[src/rtl/forward_source_pipe.sv]
// Forwarding-source pipeline for the 5-stage CPU: EX/MEM and MEM/WB result registers,
// EX and MEM forwarding views, register-file write port and load-use stall detection.
module forward_source_pipe #(
    parameter int DATA_W = 64,
    parameter int CNT_W  = 32
) (
    input  logic              clk,
    input  logic              reset,
    input  logic              ex_valid,
    input  logic              ex_reg_write,
    input  logic              ex_mem_read,
    input  logic [4:0]        ex_rd,
    input  logic [DATA_W-1:0] ex_result,
    input  logic [DATA_W-1:0] mem_load_data,
    input  logic [4:0]        id_rn,
    input  logic [4:0]        id_rm,
    input  logic              id_rn_used,
    input  logic              id_rm_used,
    input  logic              cnt_clear,
    output logic [4:0]        exe_reg,
    output logic [DATA_W-1:0] exe_value,
    output logic [4:0]        mem_reg,
    output logic [DATA_W-1:0] mem_value,
    output logic              wb_en,
    output logic [4:0]        wb_reg,
    output logic [DATA_W-1:0] wb_value,
    output logic              stall,
    output logic [CNT_W-1:0]  stall_count
);

    // X31 is the "no forward" register: downstream ignores matches on it.
    localparam logic [4:0]       XZR     = 5'd31;
    localparam logic [CNT_W-1:0] CNT_MAX = {CNT_W{1'b1}};
    localparam logic [CNT_W-1:0] CNT_ONE = {{(CNT_W-1){1'b0}}, 1'b1};

    logic              m_valid_r;
    logic              m_load_r;
    logic [4:0]        m_rd_r;
    logic [DATA_W-1:0] m_result_r;
    logic              w_valid_r;
    logic [4:0]        w_rd_r;
    logic [DATA_W-1:0] w_value_r;
    logic [CNT_W-1:0]  stall_count_r;
    logic              stall_s;
    logic [DATA_W-1:0] mem_value_s;

    function automatic logic src_hit(input logic used, input logic [4:0] src,
                                     input logic [4:0] rd);
        return used && (src == rd);
    endfunction

    // EX view: a load's EX result is only an address, so it is never forwarded.
    always_comb begin
        exe_reg   = XZR;
        exe_value = ex_result;
        if (ex_valid && ex_reg_write && !ex_mem_read) begin
            exe_reg = ex_rd;
        end else begin
            exe_reg = XZR;
        end
    end

    // Load-use hazard: decode reads the destination of a load still in EX.
    always_comb begin
        stall_s = 1'b0;
        if (ex_valid && ex_reg_write && ex_mem_read && (ex_rd != XZR)) begin
            stall_s = src_hit(id_rn_used, id_rn, ex_rd) | src_hit(id_rm_used, id_rm, ex_rd);
        end else begin
            stall_s = 1'b0;
        end
    end

    // M-stage result register, loaded every cycle from EX.
    always_ff @(posedge clk or negedge reset) begin
        if (!reset) begin
            m_valid_r  <= 1'b0;
            m_load_r   <= 1'b0;
            m_rd_r     <= XZR;
            m_result_r <= {DATA_W{1'b0}};
        end else begin
            m_valid_r  <= ex_valid && ex_reg_write && (ex_rd != XZR);
            m_load_r   <= ex_mem_read;
            m_rd_r     <= ex_rd;
            m_result_r <= ex_result;
        end
    end

    // MEM view: load data arrives from data memory in the same cycle.
    always_comb begin
        mem_value_s = m_result_r;
        if (m_load_r) begin
            mem_value_s = mem_load_data;
        end else begin
            mem_value_s = m_result_r;
        end
    end

    // W-stage register, loaded every cycle from M.
    always_ff @(posedge clk or negedge reset) begin
        if (!reset) begin
            w_valid_r <= 1'b0;
            w_rd_r    <= XZR;
            w_value_r <= {DATA_W{1'b0}};
        end else begin
            w_valid_r <= m_valid_r;
            w_rd_r    <= m_rd_r;
            w_value_r <= mem_value_s;
        end
    end

    // Saturating stall-cycle counter; clear wins over increment.
    always_ff @(posedge clk or negedge reset) begin
        if (!reset) begin
            stall_count_r <= {CNT_W{1'b0}};
        end else if (cnt_clear) begin
            stall_count_r <= {CNT_W{1'b0}};
        end else if (stall_s && (stall_count_r != CNT_MAX)) begin
            stall_count_r <= stall_count_r + CNT_ONE;
        end else begin
            stall_count_r <= stall_count_r;
        end
    end

    assign mem_reg     = m_valid_r ? m_rd_r : XZR;
    assign mem_value   = mem_value_s;
    assign wb_en       = w_valid_r;
    assign wb_reg      = w_valid_r ? w_rd_r : XZR;
    assign wb_value    = w_value_r;
    assign stall       = stall_s;
    assign stall_count = stall_count_r;

endmodule

[config.mk]
export PLATFORM = sky130hd
export DESIGN_NAME = forward_source_pipe
export DESIGN_NICKNAME = d
export VERILOG_FILES = /design/src/rtl/forward_source_pipe.sv
export SDC_FILE = /design/constraint.sdc
export NUM_CORES = 1
export LEC_CHECK = 0
export CORE_AREA = 4 4 151 153
export DETAILED_ROUTE_END_ITERATION = 12
export DIE_AREA = 0 0 155 157
export PLACE_DENSITY = 0.69
export SLEW_MARGIN = 20
export SYNTH_ARGS = -nofsm -noshare
export SYNTH_HDL_FRONTEND = slang
export SYNTH_SLANG_ARGS = --single-unit
[constraint.sdc]
create_clock -name clk -period 2.9 [get_ports clk]
set_clock_uncertainty 0.2 [all_clocks]
set_input_delay 0.29 -clock clk [delete_from_list [all_inputs] [get_ports clk]]
set_output_delay 0.29 -clock clk [all_outputs]
set_load 0.05 [all_outputs]
==> flow_metrics.tcl, run 1 <==
set metrics [dict create \
    status "completed" \
    yosys_warnings 0 \
    die_w_um 155 \
    placed_area_um2 10600 \
    drt-initial-drc-count 164 \
    cts_sinks 173 \
    initial_core_util_pct 31.4 \
    synth_area_um2 6760 \
    dr.pass1.iters 4 \
    hold_class "input pin to flop" \
    rsz0062_at_grt "no" \
    hold_depth 1 \
    crit_cells 3 \
    synth_seq_area_share_pct 64.2 \
    vias 5166 \
    worst_slew_pin_slew_ps 668 \
    dp_hpwl_mm 18.4 \
    p_leak_nw 4.51 \
    ant_nets 0 \
    cts_max_level 4 \
    cts_tree "yes" \
    required_ps 2410 \
    grt_usage_pct 18.3 \
    layout-drive-gt1-share_pct 16.5 \
    cts_buffers 17 \
    final_area_um2 11300 \
    fp-row-count 54 \
    pin_count 392 \
    path_delay_family "buffers and inverters" \
    drt_drc_violations_left 0 \
    final.setup.tns_ps 0 \
    critPathKind "flop to primary output" \
    end_kind "primary output" \
    port_buffers 391 \
    place_congestion 0.869 \
    relSlewSlack_pct 55.3 \
    antenna_found_initial 4 \
    grt_pass1_vias 5257 \
    clk_pin_slew_ps 80 \
    cts_buffer_depth 2 \
    die_area_um2 24300 \
    synth_top_cell_area_share_pct 60.4 \
    cp.arrival_ps 2190 \
    r2r_cells 7 \
    setup_viol 0 \
    maxCapViolations 0 \
    gr-total-overflow 0 \
    fp.dieH_um 157 \
    fin_nets 1001 \
    cp_num_buf_inv 2 \
    crit_path_max_incr_delay_ps 720 \
    worst-path-max-fanout 36 \
    wirelength_mm 23.2 \
    yosys.area.top_type "dfrtp_1" \
    cts_root_buf "clkbuf_16" \
    finalPower_mw 6.55 \
    post_cts_resized 0 \
    syn_area_per_cell_um2 13.4 \
    num-fill-cells 1891 \
    final_cell_mix "clkdlybuf4s50_1, dfrtp_1, mux2_2, nor2_1, buf_4" \
    cp_slowest_cell "clkdlybuf4s50_1" \
    start_kind "flop" \
    synth_nets 655 \
    max_freq_mhz 374 \
    period_needed_ps 2680 \
    synth_cell_types 37 \
    vias_per_cell 4.52 \
    grt_pass1_wl_mm 33.2 \
    flow.area_growth_from_synthesis_pct 66.5 \
    finalMaxSlewViolations 0 \
    powerDensity_nw_per_um2 583 \
    mostFrequentLayoutCell "clkdlybuf4s50_1" \
    period_share_pct 92.2 \
    synth-seq-cells 173 \
    grt_max_degree 55 \
    crit_chain "buf_12, mux2_2, clkdlybuf4s50_1" \
    clock_latency_ps 420 \
    core_um2 21600 \
    hold_viol_final 0 \
    synthCells 503 \
    postLayoutCoreUtil_pct 52.2 \
    worst_ir_drop_vdd_mv 0.332 \
    synthTopCellsByArea "dfrtp_1, mux2_2, buf_4, dfstp_2, or3_1" \
    wl_per_cell_um 20.3 \
]
## cell usage after synthesis, drive strengths merged
master,n
or4,7
nor2b,2
nand2,15
nor3b,1
nand2b,11
xor2,7
or2,1
o22ai,1
nand4,11
ha,1
inv,5
a31oi,2
and4,2
dfstp,10
clkbuf,12
nand3,17
xnor2,12
mux2,68
o31ai,6
nor2,24
nor3,1
buf,67
mux2i,1
and3,3
o21ai,12
a21oi,18
dfrtp,163
nor4,2
o2111ai,1
o2111a,1
or3,19
## registers in the layout (all words and copies together), names as in the netlist
register,cells
m_rd_r,5
wb_en,1
w_rd_r,5
stall_count,32
m_result_r,64
wb_value,64
m_load_r,1
m_valid_r,1
## cell type report
class	instances	area [µm²]	share of cell area, %
sequential	173	4340	38.6
timing repair buffer	406	4070	36.1
multi-input combinational	246	1840	16.4
clock buffer	18	439	3.90
tap	280	350	3.11
clock inverter	14	189	1.68
inverter	5	18.8	0.167
antenna	2	5.00	0.0445
## per-layer routing
metal / vias up / wire length (µm) / global-route usage [%] / part of all wire [%]
met3: 30 / 1790 / 5.53 / 7.7
met2: 202 / 12000 / 31.4 / 52
met5: - / 32 / 0 / 0.14
met4: 4 / 459 / 5.97 / 2.0
met1: 2554 / 8970 / 22.0 / 39
li1: 2376 / - / - / -
## where the power goes
group          switching, mW  internal, mW  total [mW]
clock network           1.06          1.35        2.40
logic                  0.994         0.583        1.58
registers             0.0379          2.54        2.58
total                   2.09          4.47        6.55
## metrics by stage
stage               worst slack [ps]  hold slack (ps)  cells
floorplan                        211             -206    503
global placement                36.9              106   1109
detailed placement              4.75              109   1109
CTS                              173              101   1142
global route                     150              100   1144
finish                           225              132   1144
## what timing repair did
action,4_1_cts,5_1_grt
hold endpoints to repair,45,0
hold buffers,1,0
buffers inserted,0,0
## cells by family (layout without fill, tap and decap cells)
logic type	count (synthesis)	after routing	share of synthesized area [%]
other	0	2	0
flip-flops	173	173	64.2
buffers and inverters	84	443	8.50
adder cells (fa/ha/maj)	1	1	0.185
AO/OA/AOI/OAI	41	41	3.55
multiplexers	69	69	11.6
XOR/XNOR	19	19	2.46
AND/OR/NAND/NOR	116	116	9.46
## final timing paths
| kind | from | to | slack [ps] |
|---|---|---|---|
| worst max-delay path | m_load_r | mem_value[9] | 220 |
| worst min-delay path | ex_result[45] | m_result_r[45] | 130 |
| worst max register to register | stall_count[14] | stall_count[1] | 340 |
| worst min register to register | m_rd_r[1] | w_rd_r[1] | 160 |
| max in group asynchronous | reset | m_rd_r[3] | 1590 |
| min in group asynchronous | reset | stall_count[20] | 220 |
Note: power is estimated with default switching activity, not from simulation.
==> run 2: changes to the inputs <==
SETUP_SLACK_MARGIN = 0.1   (was unset)
==> results of run 2 <==
Same layout as run 1: the final DEF is identical, and so are final timing and power.
==> run 3: changes to the inputs <==
GPL_ROUTABILITY_DRIVEN = 0   (was unset)
==> results of run 3 <==
Same layout as run 1: the final DEF is identical, and so are final timing and power.
